File: src/rtl/multi_cycle_ctrl.sv
// multi_cycle_ctrl
// Multi-cycle control unit for the accumulator-style core. Each instruction
// moves through fetch, execute, memory and write-back. Instruction and data
// memories are handshaked with ack inputs. Retired instructions are counted.
//
// Ports
//   clk, rst_n     clock, asynchronous active-low reset
//   start_i        begin execution (honoured only in IDLE or HALT)
//   imem_ack_i     mach_code_i holds a valid instruction this cycle
//   mach_code_i    instruction word
//   dmem_ack_i     data-memory access complete
//   zero_i         ALU zero flag, used for the branch decision
//   imem_req_o     instruction fetch request
//   pc_en_o        one-cycle PC update pulse, coincides with retire
//   pc_sel_o       with pc_en_o: 1 = load jump target, 0 = PC+1
//   jptr_o         jump-pointer LUT index
//   aluop_o        ALU operation
//   ra_o/rb_o/wd_o reg-file A, B and write addresses
//   wen_r_o        register write enable
//   wen_d_o        data-memory write enable
//   ldr_o, str_o   load / store strobes
//   busy_o         executing (FETCH/EXEC/MEM/WB)
//   done_o         halted
//   retired_o      saturating retired-instruction count
//
// state | meaning
// ------+-----------------------------------------------------------
// IDLE  | after reset; waits for start
// FETCH | requests instruction; captures it into IR on imem_ack
// EXEC  | ALU/branch retire here; load/store go on to MEM
// MEM   | load/store strobes held until dmem_ack
// WB    | load write-back and retire
// HALT  | HALT executed; done asserted; start restarts
module multi_cycle_ctrl #(
    parameter int IW = 9,
    parameter int RW = 2,
    parameter int AW = 3,
    parameter int JW = 2,
    parameter int CW = 16
) (
    input  logic          clk,
    input  logic          rst_n,
    input  logic          start_i,
    input  logic          imem_ack_i,
    input  logic [IW-1:0] mach_code_i,
    input  logic          dmem_ack_i,
    input  logic          zero_i,
    output logic          imem_req_o,
    output logic          pc_en_o,
    output logic          pc_sel_o,
    output logic [JW-1:0] jptr_o,
    output logic [AW-1:0] aluop_o,
    output logic [RW-1:0] ra_o,
    output logic [RW-1:0] rb_o,
    output logic [RW-1:0] wd_o,
    output logic          wen_r_o,
    output logic          wen_d_o,
    output logic          ldr_o,
    output logic          str_o,
    output logic          busy_o,
    output logic          done_o,
    output logic [CW-1:0] retired_o
);

    localparam int FW = IW - 2 - RW;

    localparam logic [1:0] CLS_ALU = 2'b00;
    localparam logic [1:0] CLS_LD  = 2'b01;
    localparam logic [1:0] CLS_ST  = 2'b10;
    localparam logic [1:0] CLS_BR  = 2'b11;

    localparam logic [CW-1:0] CNT_ONE = {{(CW-1){1'b0}}, 1'b1};

    typedef enum logic [2:0] {
        IDLE  = 3'd0,
        FETCH = 3'd1,
        EXEC  = 3'd2,
        MEM   = 3'd3,
        WB    = 3'd4,
        HALT  = 3'd5
    } state_t;

    state_t        state_q, state_d;
    logic [IW-1:0] ir_q, ir_d;
    logic [CW-1:0] retired_q, retired_d;
    logic          retire;
    logic          cnt_clr;

    logic [1:0]    cls;
    logic [RW-1:0] ra_f;
    logic [FW-1:0] f_f;
    logic          is_halt;
    logic          in_instr;

    assign cls      = ir_q[IW-1:IW-2];
    assign ra_f     = ir_q[IW-3 -: RW];
    assign f_f      = ir_q[FW-1:0];
    assign is_halt  = (cls == CLS_BR) && (&f_f);
    assign in_instr = (state_q == EXEC) || (state_q == MEM) || (state_q == WB);

    always_ff @(posedge clk or negedge rst_n) begin
        if (!rst_n) begin
            state_q   <= IDLE;
            ir_q      <= '0;
            retired_q <= '0;
        end else begin
            state_q   <= state_d;
            ir_q      <= ir_d;
            retired_q <= retired_d;
        end
    end

    always_comb begin
        state_d    = state_q;
        ir_d       = ir_q;
        retire     = 1'b0;
        cnt_clr    = 1'b0;
        imem_req_o = 1'b0;
        pc_en_o    = 1'b0;
        pc_sel_o   = 1'b0;
        jptr_o     = '0;
        aluop_o    = '0;
        ra_o       = '0;
        rb_o       = '0;
        wd_o       = '0;
        wen_r_o    = 1'b0;
        wen_d_o    = 1'b0;
        ldr_o      = 1'b0;
        str_o      = 1'b0;
        busy_o     = 1'b0;
        done_o     = 1'b0;

        // Register fields are presented for the whole life of the
        // instruction; fields a class does not use stay at zero.
        if (in_instr) begin
            case (cls)
                CLS_ALU: begin
                    aluop_o = f_f[AW-1:0];
                    ra_o    = ra_f;
                    rb_o    = f_f[AW +: RW];
                    wd_o    = ra_f;
                end
                CLS_LD: begin
                    rb_o = f_f[RW-1:0];
                    wd_o = ra_f;
                end
                CLS_ST: begin
                    ra_o = ra_f;
                    rb_o = f_f[RW-1:0];
                end
                default: begin
                    if (!is_halt) begin
                        jptr_o = f_f[JW-1:0];
                    end
                end
            endcase
        end

        case (state_q)
            IDLE: begin
                if (start_i) begin
                    state_d = FETCH;
                    cnt_clr = 1'b1;
                end
            end
            FETCH: begin
                imem_req_o = 1'b1;
                busy_o     = 1'b1;
                if (imem_ack_i) begin
                    ir_d    = mach_code_i;
                    state_d = EXEC;
                end
            end
            EXEC: begin
                busy_o = 1'b1;
                case (cls)
                    CLS_ALU: begin
                        wen_r_o = 1'b1;
                        pc_en_o = 1'b1;
                        retire  = 1'b1;
                        state_d = FETCH;
                    end
                    CLS_LD, CLS_ST: begin
                        state_d = MEM;
                    end
                    default: begin
                        if (is_halt) begin
                            state_d = HALT;
                        end else begin
                            pc_en_o  = 1'b1;
                            pc_sel_o = zero_i;
                            retire   = 1'b1;
                            state_d  = FETCH;
                        end
                    end
                endcase
            end
            MEM: begin
                busy_o = 1'b1;
                if (cls == CLS_LD) begin
                    ldr_o = 1'b1;
                    if (dmem_ack_i) begin
                        state_d = WB;
                    end
                end else begin
                    str_o   = 1'b1;
                    wen_d_o = 1'b1;
                    if (dmem_ack_i) begin
                        pc_en_o = 1'b1;
                        retire  = 1'b1;
                        state_d = FETCH;
                    end
                end
            end
            WB: begin
                busy_o  = 1'b1;
                wen_r_o = 1'b1;
                ldr_o   = 1'b1;
                pc_en_o = 1'b1;
                retire  = 1'b1;
                state_d = FETCH;
            end
            HALT: begin
                done_o = 1'b1;
                if (start_i) begin
                    state_d = FETCH;
                    cnt_clr = 1'b1;
                end
            end
            default: begin
                state_d = IDLE;
            end
        endcase
    end

    // Saturating count: a retire at full scale still pulses pc_en, count holds.
    always_comb begin
        retired_d = retired_q;
        if (cnt_clr) begin
            retired_d = '0;
        end else if (retire && (retired_q != {CW{1'b1}})) begin
            retired_d = retired_q + CNT_ONE;
        end
    end

    assign retired_o = retired_q;

endmodule
File: config.mk
export PLATFORM = sky130hd
export DESIGN_NAME = multi_cycle_ctrl
export DESIGN_NICKNAME = d
export VERILOG_FILES = /design/src/rtl/multi_cycle_ctrl.sv
export SDC_FILE = /design/constraint.sdc
export NUM_CORES = 1
export LEC_CHECK = 0
export BUFFER_PORTS_ARGS = -buffer_cell sky130_fd_sc_hd__buf_2
export CAP_MARGIN = 10
export CORE_MARGIN = 1.5
export CORE_UTILIZATION = 34
export CTS_BUF_LIST = sky130_fd_sc_hd__clkbuf_8
export CTS_CLUSTER_SIZE = 40
export DETAILED_ROUTE_END_ITERATION = 7
export PLACE_DENSITY = 0.63
export SLEW_MARGIN = 5
export SYNTH_ARGS = -nofsm -noshare
export SYNTH_HDL_FRONTEND = slang
export SYNTH_SLANG_ARGS = --single-unit
File: constraint.sdc
create_clock -name clk -period 3.2 [get_ports clk]
set_input_delay 0.64 -clock clk [delete_from_list [all_inputs] [get_ports clk]]
set_output_delay 0.64 -clock clk [all_outputs]
set_load 0.01 [all_outputs]
==> results of run 1 <==
## power by group
group | switching, W | internal (W) | total [W]
Sequential | 0.000166 | 0.000465 | 0.000631
Combinational | 0.000472 | 0.000372 | 0.000844
Clock | 0.000113 | 0.000110 | 0.000224
## through the flow
stage | worst slack [ns] | hold WS (ns) | instances | utilization, %
3_5_place_dp | 0.8167 | 0.4995 | 298 | 42.32
3_3_place_gp | 0.8943 | 0.4892 | 298 | 42.32
6_report | 0.4870 | 0.3675 | 302 | 43.46
5_1_grt | 0.3589 | 0.4169 | 302 | 43.46
4_1_cts | 0.4998 | 0.3864 | 302 | 43.46
2_1_floorplan | 1.117 | 0.3444 | 190 | -
## state kept, by name, indices dropped and copies added, names as in the netlist
name and flops:
retired_o 16, ir_q 9, state_q 3
## layout by cell type (no fill, tap or decap), types with 3 or more instances in the layout
| cell | Yosys | layout |
|---|---|---|
| o21ai_0 | 6 | 6 |
| a211oi_1 | 4 | 4 |
| o311ai_0 | 3 | 3 |
| dfrtp_1 | 28 | 28 |
| or4_1 | 4 | 4 |
| buf_2 | 4 | 50 |
| ha_1 | 6 | 6 |
| mux2_2 | 7 | 7 |
| o31ai_1 | 8 | 8 |
| nand4_1 | 3 | 3 |
| nor2_1 | 16 | 16 |
| clkbuf_8 | 0 | 4 |
| inv_1 | 5 | 5 |
| nand2_1 | 20 | 20 |
| and2_1 | 3 | 3 |
| mux2i_1 | 4 | 4 |
| xnor2_1 | 5 | 5 |
| a21oi_1 | 7 | 7 |
| nand3_1 | 10 | 10 |
| nor3_1 | 8 | 8 |
| and3_1 | 5 | 5 |
## final cells by class
| cell class | count | area, µm² |
|---|---|---|
| multi-input cells | 146 | 983.4 |
| well taps | 67 | 83.83 |
| fillers | 485 | 2741 |
| flip-flops and latches | 28 | 700.7 |
| inverters | 5 | 18.77 |
| clock buffers | 4 | 55.05 |
| repair buffers | 52 | 265.3 |
## Yosys cell counts (all sizes together) (2+ instances only)
cell type,instances
nand4,3
dfrtp,28
a22oi,2
nor3,8
o311ai,3
o211ai,2
mux2i,4
o21ai,6
and3,5
a21oi,8
and2,4
nor2,16
and4,2
o2111ai,2
mux2,7
xor2,2
o31ai,8
xnor2,5
nor4,2
or4,4
ha,6
a211oi,4
or2,2
nand2,20
nand3,10
inv,5
buf,7
clkbuf,4
nor3b,2
## critical path, cell delays in order (launching register included)
cell and delay (ns):
dfrtp_1 0.43, inv_1 0.10, ha_1 0.23, and4bb_1 0.26, a21oi_2 0.24, and2_4 0.28
inv_1 0.10, buf_2 0.15
## kinds of logic after synthesis
| group | Yosys count |
|---|---|
| AOI/OAI and AO/OA | 39 |
| buffers and inverters | 16 |
| muxes | 11 |
| DFF | 28 |
| xor gates and xnor gates | 7 |
| and+or+nand+nor | 83 |
| adders and majority gates | 6 |
## path summary, 6_finish.rpt
check                              from  cells after the start  slack, ns            to
worst max-delay path            ir_q[8]                      7       0.49       pc_en_o
worst min-delay path              rst_n                      1       0.37       ir_q[4]
worst max register to register  ir_q[8]                      7       1.04  retired_o[7]
worst min register to register  ir_q[6]                      1       0.52       ir_q[6]
max in group asynchronous         rst_n                      1       2.43  retired_o[3]
min in group clk                ir_q[6]                      1       0.52       ir_q[6]
## metal layers
metal / part of all wire, % / wire length [µm] / vias to the layer above / global-route usage, %
met2: 45 / 1844 / 47 / 24.29
met1: 48 / 1958 / 729 / 21.72
li1: - / - / 788 / -
met5: 0 / 0 / - / 0
met3: 5.3 / 216 / 6 / 3.614
met4: 1.3 / 51 / 0 / 4.444
==> results by group, run 1 <==
Status
  • Outcome: finished, final reports clean

STA
  • Tightest Pin Transition: 0.6250 ns
  • Clk_skew: 0.005923 ns
  • Min Tclk post-route: 2.713 ns
  • Fin. Hold Viols: 0
  • Final Cycle Share: 84.78%
  • RSZ-0062 raised after global routing: false
  • Max Clock Freq: 0.3686 GHz
  • Slew Viols, Final: 0
  • Slew margin rel.: 58.34%
  • Post-route setup TNS: 0 ns
  • Final setup fails: 0

Cells and area
  • Finished Cell Area: 2107 µm²
  • Antenna Diode Count: 0
  • Nets: 257
  • Share of cells above drive strength 1: 30.21%
  • Area grow syn2layout: 20.11%

Clock network
  • Number of CTS-inserted buffers: 3
  • Clock buffer depth: 2
  • # H-tree levels: 1
  • Clock latency on the worst-skew pair: 0.28 ns
  • Clock-pin slew on the worst setup and hold paths: 0.10 ns
  • CTS tree: done
  • Post-cts hold buffer count: 0
  • Post_cts resized: 0
  • Clock tree sinks: 28
  • CTS root buf: clkbuf_8
  • Setup Fix Bufs, Post-CTS: 0

Synth
  • Adder-cell area share of the yosys netlist: 4.280%
  • Synth Area in Compound Gates: 15.98%
  • Synth warnings: 0
  • Mapped Area: 1754 µm²
  • Cells after Synth: 190
  • Ys flop type: dfrtp_1
  • Avg Inst Size Synth: 9.233 µm²
  • Sequential fraction of the synthesis area: 39.94%
  • Synth Area in Simple Gates: 25.18%
  • Synth Register Bits: 28
  • Number of synthesized flops with an enable pin: 0
  • Synth unique cells: 44
  • Top cell type's share of synthesized area: 39.94%
  • Synth Net Count: 211
  • Post-synthesis mux area share: 6.776%
  • Synth area leader: dfrtp_1
  • Fraction of registers with async set/reset: 100.0%
  • Synth area leaders: dfrtp_1, mux2_2, ha_1
  • Synth Area in XOR/XNOR: 3.495%
  • Largest family of logic cells by synthesized area: simple AND/OR/NAND/NOR gates

Die
  • Core Region: 4848 µm²
  • # IOs: 51
  • Die width: 74.83 µm
  • Initial core utilization: 36.18%
  • Die height: 74.83 µm
  • Die area: 5600 µm²
  • Cell row count: 25

Drt
  • Iter 0 DRT Violations: 123
  • Wire per inst: 13.48 µm
  • ANT nets after route: 0
  • Vias: 1570
  • First-pass detailed-route iteration total: 4
  • DRT Wirelength: 4.070 mm
  • Via density per instance: 5.199
  • DRC viols: 0

Placed design
  • Post-DP Area: 2052 µm²
  • Placer congestion estimate: 0.8265
  • Final HPWL from detailed placement: 3.011 mm
  • Port Buffers: 50

Pwr
  • Max VDD drop: 0.5219 mV
  • PD cells: 806.3 nW/µm²
  • Tot Pwr: 0.001699 W
  • Leak: 0.9974 nW

Global routing
  • First-pass GRT wire length: 6.741 mm
  • Antenna violations before repair: 0
  • GR Util All Layers: 15.60%
  • Via count of the first global-routing pass: 1424
  • GR Overflow Total: 0
  • Largest net degree at the start of global routing: 29

Critical path
  • Data arrival time of the critical path: 2.07 ns
  • WP data required: 2.56 ns
  • CP Class: reg -> out
  • Worst-path fanout max: 14
  • CP endpoint kind: output port
  • Setup crit start kind: register

Run
  • Max_cap viols: 0

Min path
  • Hold crit path type: in -> async
No activity file was read; power rests on OpenSTA's default activity.
==> inputs of run 2 (changes only) <==
==> constraint.sdc (replaced) <==
create_clock -name clk -period 2.7 [get_ports clk]
set_input_delay 0.54 -clock clk [delete_from_list [all_inputs] [get_ports clk]]
set_output_delay 0.54 -clock clk [all_outputs]
set_load 0.01 [all_outputs]
==> results by group, run 2 (synthesized netlist as in run 1, its figures left out) <==
STA
  • Slew margin rel.: 58.21% (was 58.34%)
  • Final setup fails: 0 (unchanged)
  • Slew Viols, Final: 0 (unchanged)
  • Fin. Hold Viols: 0 (unchanged)
  • Min Tclk post-route: 2.538 ns
  • RSZ-0062 raised after global routing: false (unchanged)
  • Clk_skew: 0.007498 ns (was 0.005923 ns)
  • Post-route setup TNS: 0 ns (unchanged)
  • Final hold slack: 0.2753 ns (was 0.3675 ns)
  • Final Cycle Share: 93.99%
  • Tightest Pin Transition: 0.6211 ns (was 0.6250 ns)
  • Max Clock Freq: 0.3940 GHz

Pwr
  • Tot Pwr: 0.002051 W (was 0.001699 W)
  • PD cells: 959.7 nW/µm² (was 806.3 nW/µm²)
  • Max VDD drop: 0.5803 mV (was 0.5219 mV)
  • Leak: 1.012 nW (was 0.9974 nW)

Critical path
  • Worst r2r src: ir_q[8] (unchanged)
  • CP top delay family: simple AND/OR/NAND/NOR gates (unchanged)
  • Cell mode on critical path: inv_1 (unchanged)
  • Cell-by-cell trace of the critical path: inv_1 > ha_1 > and4bb_1 > a21oi_4 > and2_4 > inv_1 > buf_2 (was inv_1 > ha_1 > and4bb_1 > a21oi_2 > and2_4 > inv_1 > buf_2)
  • Crit-path max cell delay: 0.42 ns (was 0.43 ns)
  • Data arrival time of the critical path: 2.00 ns (was 2.07 ns)
  • Worst-path fanout max: 12 (was 14)
  • Buffer and inverter count on the worst path: 3 (unchanged)
  • Slowest cell on the critical path: dfrtp_1 (unchanged)
  • Worst setup startpoint: ir_q[8] (unchanged)
  • Setup crit start kind: register (unchanged)
  • CP endpoint kind: output port (unchanged)
  • WP data required: 2.16 ns (was 2.56 ns)
  • CP Class: reg -> out (unchanged)

Clock network
  • Post-cts hold buffer count: 0 (unchanged)
  • # H-tree levels: 1 (unchanged)
  • CTS root buf: clkbuf_8 (unchanged)
  • Number of CTS-inserted buffers: 3 (unchanged)
  • Clock latency on the worst-skew pair: 0.27 ns (was 0.28 ns)
  • Clock buffer depth: 2 (unchanged)
  • Clock-pin slew on the worst setup and hold paths: 0.10 ns (about the same)
  • CTS tree: done (unchanged)
  • Clock tree sinks: 28 (unchanged)

Cells and area
  • Nets: 260 (was 257)
  • Antenna Diode Count: 0 (unchanged)
  • Most frequent cells in the layout: buf_2, dfrtp_1, nand2_1, nor2_1, nand3_1 (unchanged)
  • Area grow syn2layout: 21.83% (was 20.11%)
  • Final std cells w/o fill: 305 (was 302)
  • Most common cell after layout, fill and taps aside: buf_2 (unchanged)
  • Max FFs per register: 16 (unchanged)
  • Share of cells above drive strength 1: 31.09% (was 30.21%)

Die
  • Die area: 5600 µm² (unchanged)
  • Cell row count: 25 (unchanged)
  • Die width: 74.83 µm (unchanged)
  • Core Region: 4848 µm² (unchanged)
  • Die height: 74.83 µm (unchanged)
  • Initial core utilization: 36.18% (unchanged)
  • # IOs: 51 (unchanged)

Global routing
  • First-pass GRT wire length: 6.727 mm (was 6.741 mm)
  • Largest net degree at the start of global routing: 29 (unchanged)
  • Antenna violations before repair: 0 (unchanged)
  • GR Util All Layers: 15.35% (was 15.60%)
  • GR Overflow Total: 0 (unchanged)
  • Via count of the first global-routing pass: 1422 (was 1424)

Drt
  • DRT Wirelength: 4.104 mm (was 4.070 mm)
  • Iter 0 DRT Violations: 123 (unchanged)
  • DRC viols: 0 (unchanged)
  • ANT nets after route: 0 (unchanged)
  • Vias: 1624 (was 1570)
  • Via density per instance: 5.325 (was 5.199)
  • First-pass detailed-route iteration total: 4 (unchanged)
  • Wire per inst: 13.46 µm (was 13.48 µm)

Status
  • Outcome: finished, final reports clean (unchanged)

Run
  • Max_cap viols: 0 (unchanged)

Placed design
  • Port Buffers: 50 (unchanged)
  • Placed insts: 299 (was 298)
  • Placer congestion estimate: 0.8408 (was 0.8265)
  • Final HPWL from detailed placement: 3.072 mm (was 3.011 mm)

Min path
  • Hold crit path type: in -> async (unchanged)
==> run 2: cell types whose count changed in the layout (fill, tap and decap cells not counted) <==
cell and change:
a21oi_2 -1, a21oi_4 +1, buf_4 +3
==> run 2: worst paths after layout <==
| kind | cells after the start | to | slack, ns |
|---|---|---|---|
| max in group asynchronous | 1 | retired_o[9] | 2.02 |
| setup / recovery | 7 | pc_en_o | 0.16 |
| setup reg to reg | 8 | retired_o[9] | 0.43 |
| min in group clk | 3 | ir_q[7] | 0.46 |
| hold reg to reg | 1 | ir_q[6] | 0.52 |
| hold / removal | 1 | state_q[0] | 0.28 |
==> run 2: cell type report <==
cell class                 instances  area, µm²
inverter                           5      18.77
sequential                        28      700.7
timing repair buffer              55      287.8
tap                               67      83.83
multi-input combinational        146      991.0
clock buffer                       4      55.05
fill                             476       2711
==> run 2: repair_timing <==
action | CTS | global route
buffers inserted | 0 | 2
resized for setup | 0 | 1
endpoints found under the setup margin | 0 | 1
==> run 2: metrics by stage <==
| stage | instance area (µm²) | utilization [%] | worst slack (ns) |
|---|---|---|---|
| after floorplan | 1754 | - | 0.6556 |
| after global placement | 2059 | 42.48 | 0.4930 |
| after detailed placement | 2059 | 42.48 | 0.4243 |
| after CTS | 2115 | 43.61 | 0.1019 |
| after global routing | 2137 | 44.08 | 0.01531 |
| final | 2137 | 44.08 | 0.1622 |
==> run 2: power breakdown <==
part	leakage [nW]	total (W)	internal [W]	switching [W]
sequential	0.363	0.000738	0.000552	0.000186
clock	0.0288	0.000261	0.000131	0.000130
combinational	0.621	0.00105	0.000473	0.000580
==> run 2: layer usage <==
metal / track usage (%) / wire length [µm] / vias up / part of all wire [%]
met1: 21.24 / 1948 / 772 / 47
li1: - / - / 799 / -
met5: 0 / 0 / - / 0
met4: 2.424 / 19 / 0 / 0.46
met3: 3.213 / 216 / 2 / 5.3
met2: 25.27 / 1919 / 51 / 47
==> inputs of run 3 (changes only) <==
==> constraint.sdc (replaced) <==
create_clock -name clk -period 2.6 [get_ports clk]
set_input_delay 0.52 -clock clk [delete_from_list [all_inputs] [get_ports clk]]
set_output_delay 0.52 -clock clk [all_outputs]
set_load 0.01 [all_outputs]
==> results by group, run 3 (synthesized netlist as in run 1, its figures left out) <==
Status
  • Outcome: finished, final reports clean (unchanged)

STA
  • Slew margin rel.: 55.62% (was 58.21%)
  • Slew Viols, Final: 0 (unchanged)
  • Final Cycle Share: 93.36%
  • Final setup fails: 0 (unchanged)
  • Max Clock Freq: 0.4120 GHz
  • Min Tclk post-route: 2.427 ns
  • Post-route setup TNS: 0 ns (unchanged)
  • Fin. Hold Viols: 0 (unchanged)
  • RSZ-0062 raised after global routing: false (unchanged)
  • Final hold slack: 0.2448 ns (was 0.2753 ns)
  • Clk_skew: 0.005693 ns (was 0.007498 ns)
  • Tightest Pin Transition: 0.6597 ns (was 0.6211 ns)

Critical path
  • CP Class: reg -> out (unchanged)
  • Crit-path max cell delay: 0.41 ns (was 0.42 ns)
  • Cell-by-cell trace of the critical path: inv_1 > ha_1 > o221ai_2 > and2_4 > inv_1 > buf_2 (was inv_1 > ha_1 > and4bb_1 > a21oi_4 > and2_4 > inv_1 > buf_2)
  • Slowest cell on the critical path: dfrtp_1 (unchanged)
  • Buffer and inverter count on the worst path: 3 (unchanged)
  • Worst-path fanout max: 9 (was 12)
  • CP endpoint kind: output port (unchanged)
  • Cell mode on critical path: inv_1 (unchanged)
  • WP data required: 2.08 ns (was 2.16 ns)
  • CP top delay family: flip-flops (was simple AND/OR/NAND/NOR gates)
  • Data arrival time of the critical path: 1.91 ns (was 2.00 ns)
  • Setup crit start kind: register (unchanged)

Cells and area
  • Max FFs per register: 16 (unchanged)
  • Most frequent cells in the layout: buf_2, dfrtp_1, nand2_1, nor2_1, nand3_1 (unchanged)
  • Fill count: 490 (was 476)
  • Share of cells above drive strength 1: 32.37% (was 31.09%)
  • Final std cells w/o fill: 308 (was 305)
  • FF/Latch Area: 700.7 µm² (unchanged)
  • Nets: 263 (was 260)
  • Antenna Diode Count: 0 (unchanged)
  • Most common cell after layout, fill and taps aside: buf_2 (unchanged)
  • Area grow syn2layout: 22.82% (was 21.83%)
  • Multi-input logic area: 985.9 µm² (was 991.0 µm²)
  • Post-route core utilization: 44.44% (was 44.08%)

Clock network
  • Clock latency on the worst-skew pair: 0.28 ns (was 0.27 ns)
  • Number of CTS-inserted buffers: 3 (unchanged)
  • CTS root buf: clkbuf_8 (unchanged)
  • Clock tree sinks: 28 (unchanged)
  • CTS tree: done (unchanged)
  • # H-tree levels: 1 (unchanged)
  • Clock buffer depth: 2 (unchanged)
  • Clock-pin slew on the worst setup and hold paths: 0.09 ns (was 0.10 ns)
  • Post-cts hold buffer count: 0 (unchanged)

Pwr
  • PD cells: 1008 nW/µm² (was 959.7 nW/µm²)
  • Tot Pwr: 0.002172 W (was 0.002051 W)
  • Leak: 1.022 nW (was 1.012 nW)
  • Max VDD drop: 0.4688 mV (was 0.5803 mV)

Drt
  • Via density per instance: 5.234 (was 5.325)
  • DRC viols: 0 (unchanged)
  • Vias: 1612 (was 1624)
  • Wire per inst: 13.82 µm (was 13.46 µm)
  • Iter 0 DRT Violations: 113 (was 123)
  • DRT Wirelength: 4.258 mm (was 4.104 mm)
  • First-pass detailed-route iteration total: 4 (unchanged)
  • ANT nets after route: 0 (unchanged)

Placed design
  • Final HPWL from detailed placement: 3.128 mm (was 3.072 mm)
  • Placed insts: 299 (unchanged)
  • Placer congestion estimate: 0.8409 (was 0.8408)
  • Port Buffers: 50 (unchanged)

Die
  • Core Region: 4848 µm² (unchanged)
  • Initial core utilization: 36.18% (unchanged)
  • Die height: 74.83 µm (unchanged)
  • Cell row count: 25 (unchanged)
  • Die width: 74.83 µm (unchanged)
  • Die area: 5600 µm² (unchanged)
  • # IOs: 51 (unchanged)

Min path
  • Hold crit path type: in -> async (unchanged)

Global routing
  • Via count of the first global-routing pass: 1427 (was 1422)
  • GR Overflow Total: 0 (unchanged)
  • First-pass GRT wire length: 6.893 mm (was 6.727 mm)
  • GR Util All Layers: 16.01% (was 15.35%)
  • Largest net degree at the start of global routing: 29 (unchanged)
  • Antenna violations before repair: 0 (unchanged)

Run
  • Max_cap viols: 0 (unchanged)
[run 3: power by group]
group          switching [W]  internal, W  total [W]
clock               0.000135     0.000136   0.000271
sequential          0.000196     0.000573   0.000769
combinational       0.000615     0.000518    0.00113
total               0.000946      0.00123    0.00217
[run 3: cell type report]
| class | instances | area share (%) |
|---|---|---|
| inverters | 5 | 0.8711 |
| well taps | 67 | 3.891 |
| multi-input cells | 146 | 45.76 |
| clock buffers | 4 | 2.555 |
| flip-flops and latches | 28 | 32.52 |
| repair buffers | 58 | 14.40 |
[run 3: worst reg2reg max path: cells and delay by family (launching register included)]
kind	cells	cell delay [ns]
simple gates	3	1.02
buf+inv	1	0.14
compound gates	2	0.34
flops	1	0.65
[run 3: path summary, 6_finish.rpt]
path | from | endpoint | slack [ns] | depth (start not counted)
min in group clk | mach_code_i[7] | ir_q[7] | 0.45 | 3
worst min register to register | ir_q[6] | ir_q[6] | 0.52 | 1
worst max-delay path | ir_q[7] | pc_en_o | 0.17 | 6
worst max register to register | state_q[1] | retired_o[7] | 0.39 | 6
max in group asynchronous | rst_n | ir_q[5] | 1.95 | 1
worst min-delay path | rst_n | retired_o[15] | 0.24 | 1
[run 3: what timing repair did]
item	CTS	global route
gates resized for setup	0	1
setup buffers	0	5
setup endpoints to repair	0	1
[run 3: stage by stage]
stage / setup slack (ns) / cell area [µm²]
finish: 0.1727 / 2155
global route: 0.01112 / 2155
CTS: 0.001309 / 2115
detailed placement: 0.3301 / 2059
global placement: 0.4138 / 2059
floorplan: 0.5556 / 1754
[run 3: metal layers]
layer	vias to the layer above	share of wire [%]	wire, µm	track usage, %
met5	-	0	0	0
met4	0	1.0	44	4.444
met3	5	4.0	170	2.945
met2	38	46	1968	25.27
met1	772	49	2075	22.50
li1	797	-	-	-
